<file path="src/rtl/rf_wb_arbiter_pkg.sv">
// Shared types and constants for the register-file writeback arbiter.
// Provides rf_wb_pkg: FSM state encoding, default widths, r0 index and a
// saturating counter helper used by the optional statistics block.
`timescale 1ns/1ps
package rf_wb_pkg;

    localparam int DATA_W = 32;
    localparam int ADDR_W = 5;
    localparam logic [ADDR_W-1:0] REG_ZERO = {ADDR_W{1'b0}};

    // IDLE: no lu result waiting, WAIT: lu denied at least once,
    // FORCE: single cycle where the pipeline is stalled and lu is granted.
    typedef enum logic [1:0] {
        IDLE  = 2'd0,
        WAIT  = 2'd1,
        FORCE = 2'd2
    } arb_state_e;

    // Increment that sticks at the all-ones value instead of wrapping.
    function automatic logic [15:0] sat_inc16(input logic [15:0] value);
        if (value == 16'hFFFF) begin
            return value;
        end else begin
            return value + 16'd1;
        end
    endfunction

endpackage

</file>
<file path="src/rtl/rf_wb_arbiter_if.sv">
// Bus bundle between the execute/writeback stages, the long-latency unit,
// decode hazard logic and the register file write port.
// master = surrounding pipeline, slave = the arbiter.
`timescale 1ns/1ps
interface rf_wb_arbiter_if #(
    parameter int DATA_W = rf_wb_pkg::DATA_W,
    parameter int ADDR_W = rf_wb_pkg::ADDR_W
);
    // pipeline writeback
    logic              pipe_wb_valid;
    logic [ADDR_W-1:0] pipe_wb_rd;
    logic [DATA_W-1:0] pipe_wb_data;
    logic              pipe_stall;
    // long-latency unit issue and result handshake
    logic              lu_issue_valid;
    logic [ADDR_W-1:0] lu_issue_rd;
    logic              lu_res_valid;
    logic [ADDR_W-1:0] lu_res_rd;
    logic [DATA_W-1:0] lu_res_data;
    logic              lu_res_ready;
    // decode hazard query
    logic [ADDR_W-1:0] rs_addr;
    logic [ADDR_W-1:0] rt_addr;
    logic              rs_busy;
    logic              rt_busy;
    // register file write port
    logic              rf_wr_en;
    logic [ADDR_W-1:0] rf_wr_addr;
    logic [DATA_W-1:0] rf_wr_data;

    modport master (
        output pipe_wb_valid, pipe_wb_rd, pipe_wb_data,
        output lu_issue_valid, lu_issue_rd,
        output lu_res_valid, lu_res_rd, lu_res_data,
        output rs_addr, rt_addr,
        input  pipe_stall, lu_res_ready, rs_busy, rt_busy,
        input  rf_wr_en, rf_wr_addr, rf_wr_data
    );

    modport slave (
        input  pipe_wb_valid, pipe_wb_rd, pipe_wb_data,
        input  lu_issue_valid, lu_issue_rd,
        input  lu_res_valid, lu_res_rd, lu_res_data,
        input  rs_addr, rt_addr,
        output pipe_stall, lu_res_ready, rs_busy, rt_busy,
        output rf_wr_en, rf_wr_addr, rf_wr_data
    );

endinterface

</file>
<file path="src/rtl/rf_wb_arbiter_scoreboard.sv">
// Busy scoreboard for destinations of in-flight long-latency operations.
// A register is marked on issue and released when its result is accepted;
// a same-cycle set and clear of one register leaves it marked. Queries
// bypass the clear happening this cycle because the register file
// forwards the write that is being committed.
`timescale 1ns/1ps
module rf_scoreboard
    import rf_wb_pkg::*;
#(
    parameter int ADDR_W = 5
) (
    input  logic              clock,
    input  logic              reset,
    input  logic              set_en,
    input  logic [ADDR_W-1:0] set_rd,
    input  logic              clr_en,
    input  logic [ADDR_W-1:0] clr_rd,
    input  logic [ADDR_W-1:0] rs_addr,
    input  logic [ADDR_W-1:0] rt_addr,
    output logic              rs_busy,
    output logic              rt_busy
);

    localparam int NREG = 1 << ADDR_W;

    logic [NREG-1:0] busy_r;
    logic [NREG-1:0] set_mask_s;
    logic [NREG-1:0] clr_mask_s;
    logic            rs_clr_s;
    logic            rt_clr_s;

    // Decode the set and clear requests into one-hot masks; r0 is never marked.
    always_comb begin
        set_mask_s = {NREG{1'b0}};
        clr_mask_s = {NREG{1'b0}};
        if (set_en && (set_rd != REG_ZERO[ADDR_W-1:0])) begin
            set_mask_s[set_rd] = 1'b1;
        end else begin
            set_mask_s = {NREG{1'b0}};
        end
        if (clr_en) begin
            clr_mask_s[clr_rd] = 1'b1;
        end else begin
            clr_mask_s = {NREG{1'b0}};
        end
    end

    // Busy vector: clear first, then set, so a simultaneous set wins.
    always_ff @(posedge clock) begin
        if (reset) begin
            busy_r <= {NREG{1'b0}};
        end else begin
            busy_r <= (busy_r & ~clr_mask_s) | set_mask_s;
        end
    end

    // Hazard queries with same-cycle clear bypass, forced low during reset.
    always_comb begin
        rs_clr_s = clr_en && (clr_rd == rs_addr);
        rt_clr_s = clr_en && (clr_rd == rt_addr);
        if (reset) begin
            rs_busy = 1'b0;
            rt_busy = 1'b0;
        end else begin
            rs_busy = busy_r[rs_addr] & ~rs_clr_s;
            rt_busy = busy_r[rt_addr] & ~rt_clr_s;
        end
    end

endmodule

</file>
<file path="src/rtl/rf_wb_arbiter.sv">
// Register-file write port arbiter between the pipeline writeback stage
// and a long-latency unit (lu). The pipeline normally wins; after
// STARVE_LIMIT consecutive denials the lu gets a one-cycle forced grant
// while the pipeline is stalled. Also tracks lu destinations for RAW
// hazard detection.
// Optional build macro: RF_WB_STATS_EN adds saturating conflict/force
// counters as extra output ports.
`timescale 1ns/1ps
module rf_wb_arbiter #(
    parameter int DATA_W       = 32,
    parameter int ADDR_W       = 5,
    parameter int STARVE_LIMIT = 3
) (
    input  logic           clock,
    input  logic           reset,
    rf_wb_arbiter_if.slave bus
`ifdef RF_WB_STATS_EN
    ,
    output logic [15:0]    conflict_cnt,
    output logic [15:0]    force_cnt
`endif
);

    import rf_wb_pkg::*;

    // Threshold compared against wait_cnt on a denial; 1..15 fits in 4 bits.
    localparam logic [3:0] LIMIT_M1 = 4'(STARVE_LIMIT - 1);

    arb_state_e state_r;
    arb_state_e state_nxt_s;
    logic [3:0] wait_cnt_r;
    logic [3:0] wait_cnt_nxt_s;
    logic       forced_s;
    logic       pipe_grant_s;
    logic       lu_grant_s;
    logic       lu_denied_s;

    // Grant decision: pipe wins unless this is the forced lu cycle.
    always_comb begin
        forced_s     = (state_r == FORCE);
        pipe_grant_s = bus.pipe_wb_valid & ~forced_s;
        lu_grant_s   = bus.lu_res_valid & ~pipe_grant_s;
        lu_denied_s  = bus.lu_res_valid & pipe_grant_s;
    end

    // Next-state and wait counter: count denials, force after the bound.
    always_comb begin
        state_nxt_s    = state_r;
        wait_cnt_nxt_s = wait_cnt_r;
        if (lu_grant_s) begin
            wait_cnt_nxt_s = 4'd0;
        end else if (lu_denied_s && (wait_cnt_r != 4'hF)) begin
            wait_cnt_nxt_s = wait_cnt_r + 4'd1;
        end else begin
            wait_cnt_nxt_s = wait_cnt_r;
        end
        case (state_r)
            IDLE: begin
                // With a limit of one the very first denial already forces.
                if (lu_denied_s) begin
                    if (wait_cnt_r >= LIMIT_M1) begin
                        state_nxt_s = FORCE;
                    end else begin
                        state_nxt_s = WAIT;
                    end
                end else begin
                    state_nxt_s = IDLE;
                end
            end
            WAIT: begin
                if (lu_grant_s) begin
                    state_nxt_s = IDLE;
                end else if (lu_denied_s && (wait_cnt_r >= LIMIT_M1)) begin
                    state_nxt_s = FORCE;
                end else begin
                    state_nxt_s = WAIT;
                end
            end
            FORCE: begin
                state_nxt_s = IDLE;
            end
            default: begin
                state_nxt_s = IDLE;
            end
        endcase
    end

    // State register; reset drops any pending grant or wait history.
    always_ff @(posedge clock) begin
        if (reset) begin
            state_r    <= IDLE;
            wait_cnt_r <= 4'd0;
        end else begin
            state_r    <= state_nxt_s;
            wait_cnt_r <= wait_cnt_nxt_s;
        end
    end

    // Zero-latency write port mux and handshake outputs, all low in reset.
    always_comb begin
        bus.rf_wr_en     = 1'b0;
        bus.rf_wr_addr   = bus.pipe_wb_rd;
        bus.rf_wr_data   = bus.pipe_wb_data;
        bus.lu_res_ready = 1'b0;
        bus.pipe_stall   = 1'b0;
        if (reset) begin
            bus.rf_wr_en     = 1'b0;
            bus.lu_res_ready = 1'b0;
            bus.pipe_stall   = 1'b0;
        end else begin
            bus.lu_res_ready = lu_grant_s;
            bus.pipe_stall   = forced_s;
            if (pipe_grant_s) begin
                bus.rf_wr_en   = (bus.pipe_wb_rd != REG_ZERO[ADDR_W-1:0]);
                bus.rf_wr_addr = bus.pipe_wb_rd;
                bus.rf_wr_data = bus.pipe_wb_data;
            end else if (lu_grant_s) begin
                // r0 writes are dropped but the handshake still completes.
                bus.rf_wr_en   = (bus.lu_res_rd != REG_ZERO[ADDR_W-1:0]);
                bus.rf_wr_addr = bus.lu_res_rd;
                bus.rf_wr_data = bus.lu_res_data;
            end else begin
                bus.rf_wr_en = 1'b0;
            end
        end
    end

    rf_scoreboard #(
        .ADDR_W (ADDR_W)
    ) u_scoreboard (
        .clock   (clock),
        .reset   (reset),
        .set_en  (bus.lu_issue_valid),
        .set_rd  (bus.lu_issue_rd),
        .clr_en  (lu_grant_s),
        .clr_rd  (bus.lu_res_rd),
        .rs_addr (bus.rs_addr),
        .rt_addr (bus.rt_addr),
        .rs_busy (bus.rs_busy),
        .rt_busy (bus.rt_busy)
    );

`ifdef RF_WB_STATS_EN
    logic [15:0] conflict_cnt_r;
    logic [15:0] force_cnt_r;

    // Saturating statistics: denied lu cycles and entries into FORCE.
    always_ff @(posedge clock) begin
        if (reset) begin
            conflict_cnt_r <= 16'd0;
            force_cnt_r    <= 16'd0;
        end else begin
            if (lu_denied_s) begin
                conflict_cnt_r <= sat_inc16(conflict_cnt_r);
            end else begin
                conflict_cnt_r <= conflict_cnt_r;
            end
            if ((state_nxt_s == FORCE) && (state_r != FORCE)) begin
                force_cnt_r <= sat_inc16(force_cnt_r);
            end else begin
                force_cnt_r <= force_cnt_r;
            end
        end
    end

    assign conflict_cnt = conflict_cnt_r;
    assign force_cnt    = force_cnt_r;
`endif

endmodule

</file>
<file path="src/flat_wrapper.sv">
// flat-port wrapper written by rule: the top's interface ports become plain ports
module rf_wb_arbiter_flat import rf_wb_pkg::*;
#(
    parameter int DATA_W       = 32,
    parameter int ADDR_W       = 5,
    parameter int STARVE_LIMIT = 3
)
  (clock, reset, bus_pipe_wb_valid, bus_pipe_wb_rd, bus_pipe_wb_data, bus_lu_issue_valid, bus_lu_issue_rd, bus_lu_res_valid, bus_lu_res_rd, bus_lu_res_data, bus_rs_addr, bus_rt_addr, bus_pipe_stall, bus_lu_res_ready, bus_rs_busy, bus_rt_busy, bus_rf_wr_en, bus_rf_wr_addr, bus_rf_wr_data);
  rf_wb_arbiter_if #(.DATA_W(DATA_W), .ADDR_W(ADDR_W)) bus_i ();
  input  logic clock;
  input  logic reset;
  input wire logic [$bits(bus_i.pipe_wb_valid)-1:0] bus_pipe_wb_valid;
  input wire logic [$bits(bus_i.pipe_wb_rd)-1:0] bus_pipe_wb_rd;
  input wire logic [$bits(bus_i.pipe_wb_data)-1:0] bus_pipe_wb_data;
  input wire logic [$bits(bus_i.lu_issue_valid)-1:0] bus_lu_issue_valid;
  input wire logic [$bits(bus_i.lu_issue_rd)-1:0] bus_lu_issue_rd;
  input wire logic [$bits(bus_i.lu_res_valid)-1:0] bus_lu_res_valid;
  input wire logic [$bits(bus_i.lu_res_rd)-1:0] bus_lu_res_rd;
  input wire logic [$bits(bus_i.lu_res_data)-1:0] bus_lu_res_data;
  input wire logic [$bits(bus_i.rs_addr)-1:0] bus_rs_addr;
  input wire logic [$bits(bus_i.rt_addr)-1:0] bus_rt_addr;
  output wire logic [$bits(bus_i.pipe_stall)-1:0] bus_pipe_stall;
  output wire logic [$bits(bus_i.lu_res_ready)-1:0] bus_lu_res_ready;
  output wire logic [$bits(bus_i.rs_busy)-1:0] bus_rs_busy;
  output wire logic [$bits(bus_i.rt_busy)-1:0] bus_rt_busy;
  output wire logic [$bits(bus_i.rf_wr_en)-1:0] bus_rf_wr_en;
  output wire logic [$bits(bus_i.rf_wr_addr)-1:0] bus_rf_wr_addr;
  output wire logic [$bits(bus_i.rf_wr_data)-1:0] bus_rf_wr_data;
  assign bus_i.pipe_wb_valid = bus_pipe_wb_valid;
  assign bus_i.pipe_wb_rd = bus_pipe_wb_rd;
  assign bus_i.pipe_wb_data = bus_pipe_wb_data;
  assign bus_i.lu_issue_valid = bus_lu_issue_valid;
  assign bus_i.lu_issue_rd = bus_lu_issue_rd;
  assign bus_i.lu_res_valid = bus_lu_res_valid;
  assign bus_i.lu_res_rd = bus_lu_res_rd;
  assign bus_i.lu_res_data = bus_lu_res_data;
  assign bus_i.rs_addr = bus_rs_addr;
  assign bus_i.rt_addr = bus_rt_addr;
  assign bus_pipe_stall = bus_i.pipe_stall;
  assign bus_lu_res_ready = bus_i.lu_res_ready;
  assign bus_rs_busy = bus_i.rs_busy;
  assign bus_rt_busy = bus_i.rt_busy;
  assign bus_rf_wr_en = bus_i.rf_wr_en;
  assign bus_rf_wr_addr = bus_i.rf_wr_addr;
  assign bus_rf_wr_data = bus_i.rf_wr_data;
  rf_wb_arbiter #(.DATA_W(DATA_W), .ADDR_W(ADDR_W), .STARVE_LIMIT(STARVE_LIMIT)) u_core (.clock(clock), .reset(reset), .bus(bus_i));
endmodule
</file>
<file path="config.mk">
export PLATFORM = sky130hd
export DESIGN_NAME = rf_wb_arbiter_flat
export DESIGN_NICKNAME = d
export VERILOG_FILES = /design/src/rtl/rf_wb_arbiter_pkg.sv /design/src/rtl/rf_wb_arbiter_if.sv /design/src/rtl/rf_wb_arbiter_scoreboard.sv /design/src/rtl/rf_wb_arbiter.sv /design/src/flat_wrapper.sv
export SDC_FILE = /design/constraint.sdc
export NUM_CORES = 1
export LEC_CHECK = 0
export ABC_AREA = 1
export CAP_MARGIN = 20
export CORE_MARGIN = 2
export CORE_UTILIZATION = 45
export DETAILED_ROUTE_END_ITERATION = 12
export PLACE_DENSITY = 0.85
export SLEW_MARGIN = 0
export SYNTH_ARGS = -nofsm -noshare
export SYNTH_HDL_FRONTEND = slang
export SYNTH_SLANG_ARGS = --single-unit
</file>
<file path="constraint.sdc">
create_clock -name clock -period 5.98 [get_ports clock]
set_input_delay 1.794 -clock clock [delete_from_list [all_inputs] [get_ports clock]]
set_output_delay 1.794 -clock clock [all_outputs]
set_load 0.02 [all_outputs]
</file>
## Yosys cells after proc, flatten, opt, wreduce, memory -nomap -nowiden

Index checks and enable logic that the tools add are counted.

- Add/sub/neg operators: 1
- $lt $le $gt $ge: 7
- Equal/unequal tests: 5
- Mux-type cells: 28
- Bitwise operators: 12
- Reductions and logical operators: 12

Operator list:

| operator | number |
|---|---|
| two-way mux 32 bit | 5 |
| bitwise AND 32 bit | 1 |
| NOT 32 bit | 1 |
| bitwise OR 32 bit | 1 |
| < comparator 5 x 6 -> 1 bit, second input constant | 4 |
| two-way mux 5 bit | 3 |
| nonzero test 5 bit | 3 |
| two-way mux 1 bit | 11 |
| binary-select mux 1 bit (select 5 bit) | 2 |
| demux 1 bit (select 5 bit) | 2 |
| == test 5 bit | 2 |
| greater-or-equal comparator 5 x 1 -> 1 bit, second input constant | 2 |
| two-way mux 2 bit | 4 |
| logical AND 1 bit | 7 |
| bitwise AND 1 bit | 5 |
| adder 4 x 1 -> 4 bit, second input constant | 1 |
| greater-or-equal comparator 4 x 2 -> 1 bit, second input constant | 1 |
| inequality test 4 bit, second input constant | 1 |
| NOT 1 bit | 4 |
| case mux 2 bit (2 select lines) | 1 |
| == test 2 x 1 -> 1 bit, second input constant | 1 |
| == test 2 bit, second input constant | 1 |
| logical NOT 2 bit | 1 |
| OR reduction 2 bit | 1 |

- Flip-flop bits (word level): 38
- Logic and storage cells: 68

## Depth between registers and ports, before layout

- Depth in word-level cells: 9
- Gate-level depth with buffers: 9

## Hierarchy

From an unflattened synthesis, not the netlist that was laid out.

- Cells, all modules: 539
- Area total of the unflattened synthesis: 3095.5 µm²

By module, submodules not included:

| module | times used | cells an instance | area an instance (µm²) | sequential area each (µm²) |
|---|---|---|---|---|
| rf_scoreboard | 1 | 360 | 2162.1 | 640.6 |
| rf_wb_arbiter | 1 | 179 | 933.4 | 120.1 |

## Worst setup path before layout

OpenSTA, ideal clock, no wires.

- Path type: input to output
- Start: in bus_lu_res_rd[4]
- End: out bus_rf_wr_en
- Arrival time: 2.791 ns
- Setup slack: 1.395 ns
- Cell stages on the path: 7
- Path buffers: 1
- Path through: buf_2 > inv_1 > nand2_1 > nor2_1 > nand3_1 > nand2_1 > a211oi_1

- Cells in the longest elaborated chain, start to end: 4

Ends and longest elaborated chain:

| element | RTL line | text |
|---|---|---|
| start: declaration | flat_wrapper.sv:18 | `input wire logic [$bits(bus_i.lu_res_rd)-1:0] bus_lu_res_rd;` |
| nonzero test 5 bit | rf_wb_arbiter.sv:119 | `bus.rf_wr_en = (bus.lu_res_rd != REG_ZERO[ADDR_W-1:0]);` |
| two-way mux 1 bit | rf_wb_arbiter.sv:117 | `end else if (lu_grant_s) begin` |
| two-way mux 1 bit | rf_wb_arbiter.sv:113 | `if (pipe_grant_s) begin` |
| two-way mux 1 bit | rf_wb_arbiter.sv:106 | `if (reset) begin` |
| end: declaration | flat_wrapper.sv:26 | `output wire logic [$bits(bus_i.rf_wr_en)-1:0] bus_rf_wr_en;` |

No other way between the ends.

## Final worst setup path

- Start: in bus_rt_addr[1]
- End: out bus_rt_busy

- Cells in the longest elaborated chain, start to end: 5
- Elaborated cells between the ends (all ways): 7
- Those cells by class: eq/ne (1); mux (3); bitwise (2); reduce/logical (1)

Ends and longest elaborated chain:

| element | RTL line | text |
|---|---|---|
| start: declaration | flat_wrapper.sv:21 | `input wire logic [$bits(bus_i.rt_addr)-1:0] bus_rt_addr;` |
| parallel branches: the longest is 3 deep, another holds binary-select mux 1 bit (select 5 bit) | n/a |  |
| bitwise AND 1 bit (*) | rf_wb_arbiter_scoreboard.sv:66 | `rt_busy = busy_r[rt_addr] & ~rt_clr_s;` |
| two-way mux 1 bit (*) | rf_wb_arbiter_scoreboard.sv:61 | `if (reset) begin` |
| end: declaration | flat_wrapper.sv:25 | `output wire logic [$bits(bus_i.rt_busy)-1:0] bus_rt_busy;` |

Mark *: on every way between the ends. The select of a mux whose other input is x is not followed.

==> impl_metrics.csv <==
group,metric,value,unit
status,result_of_the_run,"finished clean",
floorplanning,dieWidth,86.3,microns
placement,placedCellCount,737,
routing,drt-pass1-iter-count,5,
cts,clk_pin_slew_worst_paths,0.08,ns
routing,dr.first_iter.drc_count,323,
cts,cts_hold_repair.buffers,0,
sta,setup_viol,0,
synth,syn_nets,637,
global_routing,grt_use_total,0.312,
floorplanning,initial_core_util,0.471,
worst_setup_path,crit_type,"primary input to output pin",
power_and_ir_drop,power.density,157,mW/mm^2
synth,syn_inst,541,
sta,fmax,177,MHz
global_routing,antenna_found_initial,0,
worst_setup_path,worst-endpoint-arrival,3.84,ns
cts,clock_tree_from_tritoncts,"built",
synth,synthDistinctLibCells,31,
routing,detail_route.wirelength,11.5,mm
global_routing,grt_first_pass_wirelength,18.5,mm
floorplanning,pin_count,136,
job,maxCapViolCount,0,
layout,final_cells,745,
cts,numCtsBuffers,5,
layout,num-nets-final,763,
placement,numPortBuffers,135,
layout,finalCoreUtilization,0.699,
sta,final_min_period_over_clock_period,0.942,
global_routing,grt_max_degree,38,
power_and_ir_drop,leak_pwr,0.00196,uW
routing,detail_route.wl_per_cell,15.5,microns
routing,detail-route-antenna-nets,0,
synth,synth-edff-count,0,
power_and_ir_drop,p_comb_frac,0.362,
floorplanning,dieHeight,86.3,microns
global_routing,globalRouteOverflowTotal,0,
worst_hold_path,number_of_cells_on_the_worst_hold_path,2,
sta,finalMaxSlewViolations,0,
power_and_ir_drop,vdd_ir_drop_max,0.000161,V
floorplanning,placement_rows,29,
power_and_ir_drop,power_frac_seq,0.367,
worst_setup_path,timing.critical_path.required,4.19,ns
placement,placed_wire_length_estimate_after_detailed_placement,8.80,mm
sta,timing.hold.ws,0.454,ns
synth,syn-mean-instance-area,5.63,sq um
sta,setup_total_negative_slack,0,ns
synth,flip_flop_and_latch_count_after_synthesis,38,
synth,synth_seq_area_share,0.250,
worst_setup_path,worstSetupEndpointType,"output pin",
cts,max-clock-path-buffers,2,
sta,finalClockSkew,0.00835,ns
placement,placement.setup.worst_slack,0.395,ns
routing,drc,0,
synth,syn-cell-area,0.00304,sq mm
cts,clkSinkCount,38,
cts,post_cts_buffers,0,
sta,finalHoldViolCount,0,
cts,cts_resized,0,
worst_setup_path,setup.worst_path.start_class,"primary input",
worst_setup_path,timing.critical_path.fanout_max,10,
global_routing,first_global_vias,3800,
placement,place.gp.congestion,0.928,
cts,worstSkewPairLatency,0.31,ns
routing,vias_per_cell,5.46,
sta,rsz_0062_raised_after_global_routing,"no",
cts,htreeDepth,2,
sta,timing.final.ws_setup,0.345,ns
layout,drive_above_1_share,0.0374,
worst_setup_path,ff2ff_setup_slack,4.43,ns
floorplanning,die_ar,0.00744,sq mm
sta,slew_headroom,0.327,
layout,antenna_diode_instance_count,0,
sta,fin_crit,5.64,ns
power_and_ir_drop,clock_share_of_power,0.271,
layout,area.growth.synth_to_final,48.3,%
cts,clock-root-buffer,"sky130_fd_sc_hd__clkbuf_8",
worst_hold_path,min-delay-path-class,"flip-flop to flip-flop",
power_and_ir_drop,net_load_switching_power,234,uW
synth,synth-main-ff-cell,"sky130_fd_sc_hd__dfxtp_1",
worst_setup_path,r2r.worst_path.cells,7,
power_and_ir_drop,power.share.switching,0.330,
synth,async_reset_ff_frac,0,
sta,worstMarginPinSlew,1.00,ns
power_and_ir_drop,cell_int_power,475,uW
floorplanning,area_of_the_core,0.00646,sq mm
routing,vias,4071,
synth,yosys_warnings,0,
layer usage:
layer / global-route usage / share of wire
met5: 0 / 0
met1: 0.413 / 0.42
met3: 0.0657 / 0.11
met2: 0.509 / 0.46
met4: 0.102 / 0.017
power by group through the flow:
stage	registers (uW)	logic, uW	clock network (uW)
6_report	260	257	192
5_1_grt	260	277	201
4_1_cts	260	254	190
3_5_place_dp	266	252	0
3_3_place_gp	266	249	0
2_1_floorplan	265	124	0
critical path, stage by stage:
cell	delay [ns]
sky130_fd_sc_hd__clkdlybuf4s50_1	0.61
sky130_fd_sc_hd__inv_1	0.31
sky130_fd_sc_hd__nand3_1	0.12
sky130_fd_sc_hd__nand3_1	0.10
sky130_fd_sc_hd__nand3_1	0.08
sky130_fd_sc_hd__nand3_1	0.09
sky130_fd_sc_hd__nand2_1	0.05
sky130_fd_sc_hd__nor2_1	0.09
sky130_fd_sc_hd__clkdlybuf4s50_1	0.61
placed cells by master (no fill, tap or decap), types with 7 or more instances in the layout:
cell,instances
sky130_fd_sc_hd__nor3_1,12
sky130_fd_sc_hd__a21oi_1,33
sky130_fd_sc_hd__clkdlybuf4s50_1,135
sky130_fd_sc_hd__dfxtp_1,38
sky130_fd_sc_hd__nand2_1,215
sky130_fd_sc_hd__inv_1,61
sky130_fd_sc_hd__nor2_1,23
sky130_fd_sc_hd__buf_4,7
sky130_fd_sc_hd__nand3_1,65
sky130_fd_sc_hd__o21ai_0,29
state kept, by name, indices dropped and copies added, names as in the netlist:
name                        cells
u_core.state_r                  2
u_core.u_scoreboard.busy_r     32
u_core.wait_cnt_r               4
synthesized netlist by cell type, drive strengths merged (4+ instances only):
cell | instances | area, sq um
inv | 63 | 236
o211ai | 4 | 30.0
nand3 | 65 | 325
a21oi | 33 | 165
o31ai | 4 | 30.0
nor2 | 25 | 104
clkbuf | 6 | 22.5
nand2 | 216 | 818
buf | 18 | 124
xnor2 | 6 | 52.6
nor3 | 15 | 90.1
o21ai | 36 | 191
dfxtp | 38 | 761
cell families after synthesis:
logic type,after synthesis,share of synthesized area
AO/OA/AOI/OAI,83,0.152
buffers and inverters,88,0.127
XOR/XNOR,6,0.0173
AND/OR/NAND/NOR,324,0.446
adder cells (fa/ha/maj),2,0.00822
flip-flops,38,0.250
layout make-up:
type	count	area, sq um
well taps	77	96.3
flip-flops and latches	38	761
repair buffers	143	1420
multi-input cells	415	1900
inverters	64	240
fillers	572	1950
clock buffers	6	82.6
clock inverters	2	12.5
through the flow:
stage / instance area, sq um / power [uW]
after floorplan: 3040 / 389
after global placement: 4420 / 514
after detailed placement: 4420 / 518
after CTS: 4510 / 703
after global routing: 4510 / 738
final: 4510 / 709
worst paths after layout:
kind                                      start                              to
setup / recovery                 bus_rt_addr[1]                     bus_rt_busy
setup reg to reg              u_core.state_r[1]  u_core.u_scoreboard.busy_r[17]
hold reg to reg   u_core.u_scoreboard.busy_r[0]   u_core.u_scoreboard.busy_r[0]
hold / removal    u_core.u_scoreboard.busy_r[0]   u_core.u_scoreboard.busy_r[0]
(Power assumes the default switching activity.)
